`config.mk`:
```
export PLATFORM = sky130hd
export DESIGN_NAME = maze_carver_dfs
export DESIGN_NICKNAME = d
export VERILOG_FILES = /design/src/rtl/maze_carver_dfs.sv
export SDC_FILE = /design/constraint.sdc
export NUM_CORES = 2
export LEC_CHECK = 0
export CAP_MARGIN = 5
export CORE_ASPECT_RATIO = 0.75
export CORE_MARGIN = 2
export CORE_UTILIZATION = 45
export DETAILED_ROUTE_END_ITERATION = 8
export PLACE_DENSITY_LB_ADDON = 0.05
export SKIP_LAST_GASP = 1
export SLEW_MARGIN = 15
export SYNTH_ARGS = -nofsm -noshare
export SYNTH_HDL_FRONTEND = slang
export SYNTH_SLANG_ARGS = --single-unit
```
`constraint.sdc`:
```
create_clock -name clk -period 20.9 [get_ports clk]
set_input_delay 4.18 -clock clk [delete_from_list [all_inputs] [get_ports clk]]
set_output_delay 4.18 -clock clk [all_outputs]
set_load 0.02 [all_outputs]
```
`src/rtl/maze_carver_dfs.sv`:
```
// ---------------------------------------------------------------------------
// maze_carver_dfs
//   Depth-first (recursive-backtracker) perfect-maze generator. It carves a
//   maze over a runtime-selected grid of up to MAX_X x MAX_Y cells. The result
//   is a wall/path bitmap in which walls are explicit cells. Each CARVE step
//   takes exactly one clock, so a grid of N cells finishes 2N edges after the
//   edge that accepts start.
//
// Ports
//   clk          clock
//   rst          synchronous active-high reset
//   start        begin generation (accepted only in IDLE or DONE)
//   seed         LFSR seed, loaded on accepted start (0 selects 16'hACE1)
//   x_dimension  active cells in x, latched and clamped on start
//   y_dimension  active cells in y, latched and clamped on start
//   maze_data    bitmap, bit gx+gy*GW, 1=path 0=wall
//   busy         high while clearing or carving
//   done         level, high from completion until the next start or reset
//   curr_x/y     cursor cell coordinates
//
// MAX_X and MAX_Y are expected to be at least 2.
// ---------------------------------------------------------------------------
module maze_carver_dfs #(
  parameter int MAX_X = 16,
  parameter int MAX_Y = 16,
  parameter int GW    = 2*MAX_X+1,
  parameter int GH    = 2*MAX_Y+1
) (
  input  logic                       clk,
  input  logic                       rst,
  input  logic                       start,
  input  logic [15:0]                seed,
  input  logic [$clog2(MAX_X+1)-1:0] x_dimension,
  input  logic [$clog2(MAX_Y+1)-1:0] y_dimension,
  output logic [GW*GH-1:0]           maze_data,
  output logic                       busy,
  output logic                       done,
  output logic [$clog2(MAX_X)-1:0]   curr_x,
  output logic [$clog2(MAX_Y)-1:0]   curr_y
);

  localparam int XDW   = $clog2(MAX_X+1);
  localparam int YDW   = $clog2(MAX_Y+1);
  localparam int CXW   = $clog2(MAX_X);
  localparam int CYW   = $clog2(MAX_Y);
  localparam int NBITS = GW*GH;
  localparam int IW    = $clog2(NBITS);
  localparam int DEPTH = MAX_X*MAX_Y;
  localparam int SAW   = $clog2(DEPTH);
  localparam int SPW   = $clog2(DEPTH+1);

  localparam logic [15:0]       LFSR_INIT = 16'hACE1;
  // Only cell (0,0), i.e. bitmap (1,1), open.
  localparam logic [NBITS-1:0]  ORIGIN    = NBITS'(1) << (GW+1);

  typedef enum logic [1:0] {S_IDLE, S_CLEAR, S_CARVE, S_DONE} state_t;

  state_t                 r_state;
  logic [XDW-1:0]         r_x_dim;
  logic [YDW-1:0]         r_y_dim;
  logic [SPW-1:0]         r_sp;
  logic [15:0]            r_lfsr;
  logic [CXW+CYW-1:0]     r_stack [DEPTH];

  logic [3:0]             w_mask;
  logic                   w_found;
  logic [1:0]             w_dir;
  logic [CXW-1:0]         w_nx;
  logic [CYW-1:0]         w_ny;
  logic [IW-1:0]          w_wall_idx;
  logic [IW-1:0]          w_cell_idx;
  logic [SPW-1:0]         w_sp_m1;
  logic [CXW+CYW-1:0]     w_top;

  function automatic logic [IW-1:0] bit_idx(input int gx, input int gy);
    return IW'(gx + gy*GW);
  endfunction

  // Direction offsets: 0=up(-y) 1=left(-x) 2=down(+y) 3=right(+x).
  function automatic int dir_dx(input int d);
    case (d)
      1:       return -1;
      3:       return 1;
      default: return 0;
    endcase
  endfunction

  function automatic int dir_dy(input int d);
    case (d)
      0:       return -1;
      2:       return 1;
      default: return 0;
    endcase
  endfunction

  // Fibonacci LFSR, taps 16,14,13,11, shifting toward bit 0.
  function automatic logic [15:0] lfsr_next(input logic [15:0] l);
    return {l[0] ^ l[2] ^ l[3] ^ l[5], l[15:1]};
  endfunction

  function automatic logic [XDW-1:0] clamp_x(input logic [XDW-1:0] v);
    if (v == '0)              return XDW'(1);
    else if (int'(v) > MAX_X) return XDW'(MAX_X);
    else                      return v;
  endfunction

  function automatic logic [YDW-1:0] clamp_y(input logic [YDW-1:0] v);
    if (v == '0)              return YDW'(1);
    else if (int'(v) > MAX_Y) return YDW'(MAX_Y);
    else                      return v;
  endfunction

  // Neighbour selection: in-grid unvisited neighbours, then the first set
  // direction scanning upward (mod 4) from the LFSR's low two bits.
  always_comb begin
    int         cx, cy, nx, ny;
    logic [1:0] d2;
    // NOTE: every output of this block gets a default first so no latch is inferred.
    w_mask     = '0;
    w_found    = 1'b0;
    w_dir      = '0;
    d2         = '0;
    cx         = int'(curr_x);
    cy         = int'(curr_y);
    for (int d = 0; d < 4; d++) begin
      nx = cx + dir_dx(d);
      ny = cy + dir_dy(d);
      if (nx >= 0 && nx < int'(r_x_dim) && ny >= 0 && ny < int'(r_y_dim))
        w_mask[d[1:0]] = ~maze_data[bit_idx(2*nx+1, 2*ny+1)];
    end
    for (int k = 0; k < 4; k++) begin
      d2 = r_lfsr[1:0] + k[1:0];
      if (!w_found && w_mask[d2]) begin
        w_found = 1'b1;
        w_dir   = d2;
      end
    end
    nx         = cx + dir_dx(int'(w_dir));
    ny         = cy + dir_dy(int'(w_dir));
    w_nx       = CXW'(nx);
    w_ny       = CYW'(ny);
    w_cell_idx = bit_idx(2*nx+1, 2*ny+1);
    w_wall_idx = bit_idx(2*cx+1+dir_dx(int'(w_dir)), 2*cy+1+dir_dy(int'(w_dir)));
  end

  assign w_sp_m1 = r_sp - 1'b1;
  assign w_top   = r_stack[w_sp_m1[SAW-1:0]];

  // NOTE: the stack is plain storage with no reset; the pointer alone defines
  // which entries are valid, which lets this map onto a RAM.
  always_ff @(posedge clk) begin
    if (r_state == S_CARVE && w_found)
      r_stack[r_sp[SAW-1:0]] <= {curr_x, curr_y};
  end

  // NOTE: all state below uses non-blocking assignments so every register
  // samples the pre-edge values regardless of statement order.
  always_ff @(posedge clk) begin
    if (rst) begin
      r_state   <= S_IDLE;
      r_x_dim   <= XDW'(1);
      r_y_dim   <= YDW'(1);
      r_sp      <= '0;
      r_lfsr    <= LFSR_INIT;
      maze_data <= '0;
      busy      <= 1'b0;
      done      <= 1'b0;
      curr_x    <= '0;
      curr_y    <= '0;
    end else begin
      r_lfsr <= lfsr_next(r_lfsr);
      case (r_state)
        S_IDLE, S_DONE: begin
          if (start) begin
            r_lfsr  <= (seed == 16'h0000) ? LFSR_INIT : seed;
            r_x_dim <= clamp_x(x_dimension);
            r_y_dim <= clamp_y(y_dimension);
            busy    <= 1'b1;
            done    <= 1'b0;
            r_state <= S_CLEAR;
          end
        end
        S_CLEAR: begin
          maze_data <= ORIGIN;
          curr_x    <= '0;
          curr_y    <= '0;
          r_sp      <= '0;
          r_state   <= S_CARVE;
        end
        S_CARVE: begin
          if (w_found) begin
            maze_data[w_wall_idx] <= 1'b1;
            maze_data[w_cell_idx] <= 1'b1;
            curr_x                <= w_nx;
            curr_y                <= w_ny;
            r_sp                  <= r_sp + 1'b1;
          end else if (r_sp != '0) begin
            {curr_x, curr_y} <= w_top;
            r_sp             <= w_sp_m1;
          end else begin
            busy    <= 1'b0;
            done    <= 1'b1;
            r_state <= S_DONE;
          end
        end
        default: r_state <= S_IDLE;
      endcase
    end
  end

endmodule
```
---- Yosys cells after proc, flatten, opt, wreduce, memory -nomap -nowiden ----
Memory sizes are Yosys's and may differ from the RTL's.
Index checks and enable logic that the tools add are counted.
cells by class
  equality and inequality tests ........... 11
  order comparisons ....................... 26
  divide/modulo/power cells ............... 0
  multiplexer cells ....................... 66
  multipliers ............................. 5
  reductions and logical operators ........ 34
  bitwise gates (word level) .............. 9
  $add $sub $neg .......................... 27
  shift-type cells ........................ 0
operators with widths
  kind                                                                            count
  1089-bit OR                                                                     2
  1089-bit one-hot mux with 2 select lines                                        1
  1089-bit two-way mux                                                            1
  11-bit by 12-bit less-than comparator with 1-bit output, second input constant  6
  32-bit by 7-bit multiplier with 11-bit output, second input constant            2
  32-bit one-hot mux with 2 select lines                                          1
  16-bit two-way mux                                                              3
  11-bit adder                                                                    4
  1-bit binary-select mux with 11-bit select                                      4
  32-bit by 2-bit adder with 32-bit output, second input constant                 1
  7-bit by 32-bit adder with 32-bit output                                        1
  5-bit by 31-bit adder with 31-bit output                                        1
  1-bit two-way mux                                                               26
  5-bit by 1-bit adder with 6-bit output, second input constant                   4
  8-bit by 11-bit adder with 11-bit output                                        2
  1-bit demux with 11-bit select                                                  2
  11-bit by 1-bit >= comparator with 1-bit output, second input constant          2
  11-bit one-hot mux with 2 select lines                                          1
  5-bit two-way mux                                                               4
  9-bit two-way mux                                                               2
  9-bit one-hot mux with 2 select lines                                           1
  1-bit logical AND                                                               17
  7-bit by 2-bit adder with 8-bit output, second input constant                   2
  16-bit logical NOT                                                              1
  41 further kinds                                                                87
storage, ports and cells
  bits in latches ......................... 0
  memories kept ........................... 1
  memory bits (writable) .................. 2,048
  memory bits (read-only) ................. 0
  output and inout port bits .............. 1,099
  input bits .............................. 29
  flip-flop bits (word level) ............. 1,136
memories
  memory   depth  width  read ports  clocked after memory_dff  write ports  RTL line  RTL
  r_stack  256    8      1           0                         1            63        logic [CXW+CYW-1:0] r_stack [DEPTH];

---- Logic depth before layout (Yosys ltp) ----
  word-level depth ........................ 33
  mapped depth ............................ 49

---- Least setup slack after synthesis ----
Ideal clock, no wire load.
  kind .................................... flip-flop to flip-flop
  start ................................... register curr_x[0]
  end ..................................... register maze_data[1003]
  arrival time ............................ 14,212 ps
  period minus slack after synthesis ...... 14,340 ps
  buffers on the path ..................... 9
  stages on the path, launching flop included .. 45
  slack ................................... 6,560 ps
  library setup time ...................... 128 ps
  cell sequence ........................... dfxtp_1 inv_1 ha_1 buf_6 buf_6 inv_2 buf_2 buf_2 clkbuf_1 fa_1 xnor2_2 buf_4 buf_2 mux4_2 mux2i_1 nand4_1 a31oi_1 and4b_1 [9 not listed] ha_1 ha_1 inv_1 fa_1 inv_1 ha_1 inv_1 o21bai_1 a21oi_1 o21bai_1 a21oi_1 xnor2_1 nand2_1 o221a_2 xnor3_1 buf_2 clkbuf_1 o21ai_1
between the ends
  longest elaborated chain between the ends .. 32
  elaborated cells between the ends (all ways) .. 96
  those cells by class .................... add/sub: 17; mul: 2; order compare: 10; eq/ne: 4; mux: 36; bitwise: 6; reduce/logical: 21
RTL lines
  what                                                                                                         RTL line  RTL
  start: declaration                                                                                           38        output logic [$clog2(MAX_X)-1:0] curr_x,
  start signal: assignment                                                                                     194       curr_x <= w_nx;
  start signal: assignment                                                                                     198       {curr_x, curr_y} <= w_top;
  5-bit by 1-bit adder with 6-bit output / 4-bit by 1-bit adder with 5-bit output (equally long branches)      126       nx = cx + dir_dx(d);
  7-bit by 2-bit adder with 8-bit output / 6-bit by 1-bit adder with 7-bit output (equally long branches)      129       w_mask[d[1:0]] = ~maze_data[bit_idx(2*nx+1, 2*ny+1)];
  8-bit by 11-bit adder with 11-bit output                                                                     76        return IW'(gx + gy*GW);
  1-bit binary-select mux with 11-bit select                                                                   129
  1-bit two-way mux (implied by the code)                                                                      129
  1-bit inverter                                                                                               129
  1-bit two-way mux                                                                                            128       if (nx >= 0 && nx < int'(r_x_dim) && ny >= 0 && ny < int'(r_y_dim))
  1-bit binary-select mux with 2-bit select                                                                    133       if (!w_found && w_mask[d2]) begin
  [16 not listed]                                                                                              --
  11-bit adder, or another cell as far along                                                                   76
  11-bit by 12-bit less-than comparator with 1-bit output (implied by the code), or another cell as far along  193       maze_data[w_cell_idx] <= 1'b1;
  1-bit logical AND (implied by the code) / 1-bit two-way mux (equally long branches)                          193, 192
  1-bit two-way mux (implied by the code) / 1-bit demux with 11-bit select (equally long branches)             193, 192
  1-bit demux with 11-bit select / 1089-bit OR (equally long branches)                                         --
  1089-bit OR (no line)                                                                                        --
  1089-bit two-way mux                                                                                         191       if (w_found) begin
  1089-bit one-hot mux with 2 select lines                                                                     172       case (r_state)
  end signal: assignment                                                                                       184       maze_data <= ORIGIN;
  end signal: indexed assignment                                                                               192       maze_data[w_wall_idx] <= 1'b1;
  end signal: indexed assignment                                                                               193
  end: declaration                                                                                             35        output logic [GW*GH-1:0] maze_data,
Several ways; a longest one is shown, not always the timed one. The select of a mux whose other input is x is not followed.
A chain may end at the register's enable or synchronous reset.

---- Final worst setup path ----
  start ................................... register curr_x[3]
  end ..................................... register maze_data[867]
The elaborated chain is that of the path after synthesis.

==> run_results.csv <==
group,metric,value,unit
run_status,outcome,"complete, no violations",
floorplanning,die-area,314000,µm²
sta,slew_viol_final,0,
sta,rsz0062_at_grt,"no",
setup_path,cp.required,21.62,ns
global_route,antenna_found_initial,38,
sta,clock-skew-final,0.0705,ns
hold_path,hp-class,"reg2reg",
drt,wl_met3,58.6,mm
final_layout,final_common_cell,"edfxtp_1",
drt,drtIter0Drc,14400,
setup_path,reg2reg_depth,42,
drt,met2_length,239,mm
final_layout,drive_gt1_share,15.8,%
placement,portBuffers,1127,
drt,drtAntennaViolNets,0,
synth,ys_seq_elements,3184,
final_layout,final_cell_mix,"2048 x edfxtp_1, 1762 x nand2_1, 1127 x dfxtp_1",
final_layout,areaGrowthSynthToFinish,18.4,%
synth,yosysSeqAreaShare,60.4,%
sta,worstMarginPinSlew,1.24,ns
clock_tree,cts_tree,"yes",
clock_tree,clk_path_buf_depth,4,
sta,slew_headroom,15.0,%
floorplanning,die_w,647,µm
final_layout,nFillCells,25500,
placement,post-place-ws,6.52,ns
sta,report.final.hold_viol_count,0,
placement,finalWeightedCongestion,1.06,
setup_path,rrSetupSlack,6.01,ns
synth,synth-main-ff-cell,"edfxtp_1",
clock_tree,cts_buffers,323,
placement,placed_area,155000,µm²
floorplanning,die_h,486,µm
clock_tree,clk_latency,0.90,ns
global_route,track_usage,34.3,%
setup_path,cp_slowest_stage_delay,0.98,ns
drt,wirelength,554,mm
sta,setup_ws,6.01,ns
drt,drc,0,
clock_tree,root_buffer,"clkbuf_16",
synth,ys_types,98,
setup_path,cp_max_fo,195,
global_route,overflow,0,
synth,syn_inst,10300,
synth,ys_warn_count,0,
synth,syn_nets,10400,
setup_path,startpoint_type,"register",
setup_path,crit_path_end_kind,"register",
clock_tree,clock-sinks,3184,
hold_path,hold_depth,2,
synth,syn_area,139000,µm²
floorplanning,ioPinCount,1128,
sta,finalSetupViolCount,0,
sta,fmax,0.0672,GHz
final_layout,nNetsFinal,11300,
setup_path,slowest_stage,"o21ai_0",
drt,vias_per_cell,6.43,
synth,avgSynthCellArea,13.6,µm²
clock_tree,htree_levels,5,
clock_tree,post-cts-setup-buffers,0,
sta,layout_min_cycle_time,14.89,ns
setup_path,critPathMostFrequentCell,"ha_1",
floorplanning,rows,176,
clock_tree,cts_resized,0,
synth,synthArstFlopShare,0,%
placement,dp_hpwl,384,mm
run,max-cap-violations,0,
final_layout,design_area,165000,µm²
drt,wire_per_inst,35.8,µm
floorplanning,start_util,45.4,%
global_route,grt_max_degree,242,
global_route,grt_pass1_wl,760,mm
sta,finalCritPeriodShare,71.2,%
clock_tree,cts.clk_slew.worst_paths,0.06,ns
setup_path,crit_arrival,15.61,ns
global_route,grt_pass1_vias,93600,
drt,routed.top_layer,"met5",
setup_path,crit_type,"reg2reg",
floorplanning,core_area,307000,µm²
synth,synth_edf_count,2048,
drt,drt-met1-wl,223,mm
drt,dr.pass1.iters,7,
sta,finalSetupTns,0,ns
clock_tree,cts-hold-fix-buffers,0,
drt,num_vias,99500,
area by class of cell:
cell class | count | area, µm² | area share [%]
antenna | 13 | 32.5 | 0.0197
inverter | 107 | 402 | 0.243
tap | 4094 | 5120 | 3.10
clock inverter | 155 | 1540 | 0.936
sequential | 3184 | 84300 | 51.1
timing repair buffer | 1346 | 13100 | 7.94
multi-input combinational | 6152 | 51700 | 31.3
clock buffer | 423 | 8820 | 5.34
flip-flops by register name, summed over array words and instances (netlist names):
| name | flops |
|---|---|
| curr_x | 4 |
| done | 1 |
| r_stack | 2048 |
| r_sp | 9 |
| r_y_dim | 5 |
| r_state | 2 |
| r_lfsr | 16 |
| curr_y | 4 |
| busy | 1 |
| r_x_dim | 5 |
| maze_data | 1089 |
per-stage QoR:
| stage | instances | utilization [%] | hold WS, ns |
|---|---|---|---|
| finish | 15500 | 53.7 | 0.442 |
| detailed placement | 14900 | 50.3 | 0.435 |
| CTS | 15500 | 53.6 | 0.444 |
| floorplan | 10300 | - | 0.422 |
| global route | 15500 | 53.7 | 0.453 |
| global placement | 14900 | 50.3 | 0.428 |
cell usage after synthesis (20+ instances only):
cell type	count	area [µm²]
edfxtp_1	2048	61500
nand2_1	1769	6640
dfxtp_1	1136	22700
mux4_2	885	19900
nor2_1	634	2380
clkbuf_1	529	1990
o21ai_1	521	2610
a32o_1	354	3540
mux2i_1	302	3020
o31ai_1	239	1790
a21oi_1	147	736
ha_1	147	1840
buf_2	146	731
inv_1	104	390
nand3_1	103	515
mux2_2	101	1140
buf_1	87	327
nor3_1	81	405
a211oi_1	78	586
o21ai_0	73	365
xnor2_1	65	569
a31oi_1	57	357
and3_1	54	338
nand2b_1	34	213
nand4_1	33	206
xor2_1	29	254
and2_1	28	175
o211ai_1	27	203
a21o_1	24	180
nor4_1	24	150
or2_2	23	144
buf_6	22	248
a311oi_1	21	184
buf_4	20	150
worst max-delay path: cells and delay by family (launching register included):
kind / cells / cell delay (ns)
AOI/OAI and AO/OA: 16 / 3.93
buffers and inverters: 9 / 3.23
adders and majority gates: 7 / 2.82
xor gates and xnor gates: 4 / 1.82
and+or+nand+nor: 6 / 1.65
DFF: 1 / 0.49
worst paths after layout:
check | start | endpoint
min reg2reg | maze_data[575] | maze_data[575]
max | curr_x[3] | maze_data[867]
min | maze_data[575] | maze_data[575]
max reg2reg | curr_x[3] | maze_data[867]
cell families (layout without fill, tap and decap cells):
group,Yosys count,in the layout,synth area share [%]
DFF,3184,3184,60.4
adders and majority gates,166,166,1.59
other,1,14,0.00269
muxes,1288,1288,17.3
and+or+nand+nor,2850,2850,8.35
AOI/OAI and AO/OA,1748,1748,8.90
buffers and inverters,915,2031,2.80
xor gates and xnor gates,99,99,0.661
routing by layer:
metal  track usage (%)  vias up
met5                 0        -
met4              17.3       14
met3              8.99     1263
met2              50.1     5933
met1              47.4    51200
li1                  -    41100
Power is not shown: default switching activity piles up to over one toggle a cycle in this logic, so the estimate is an artifact.
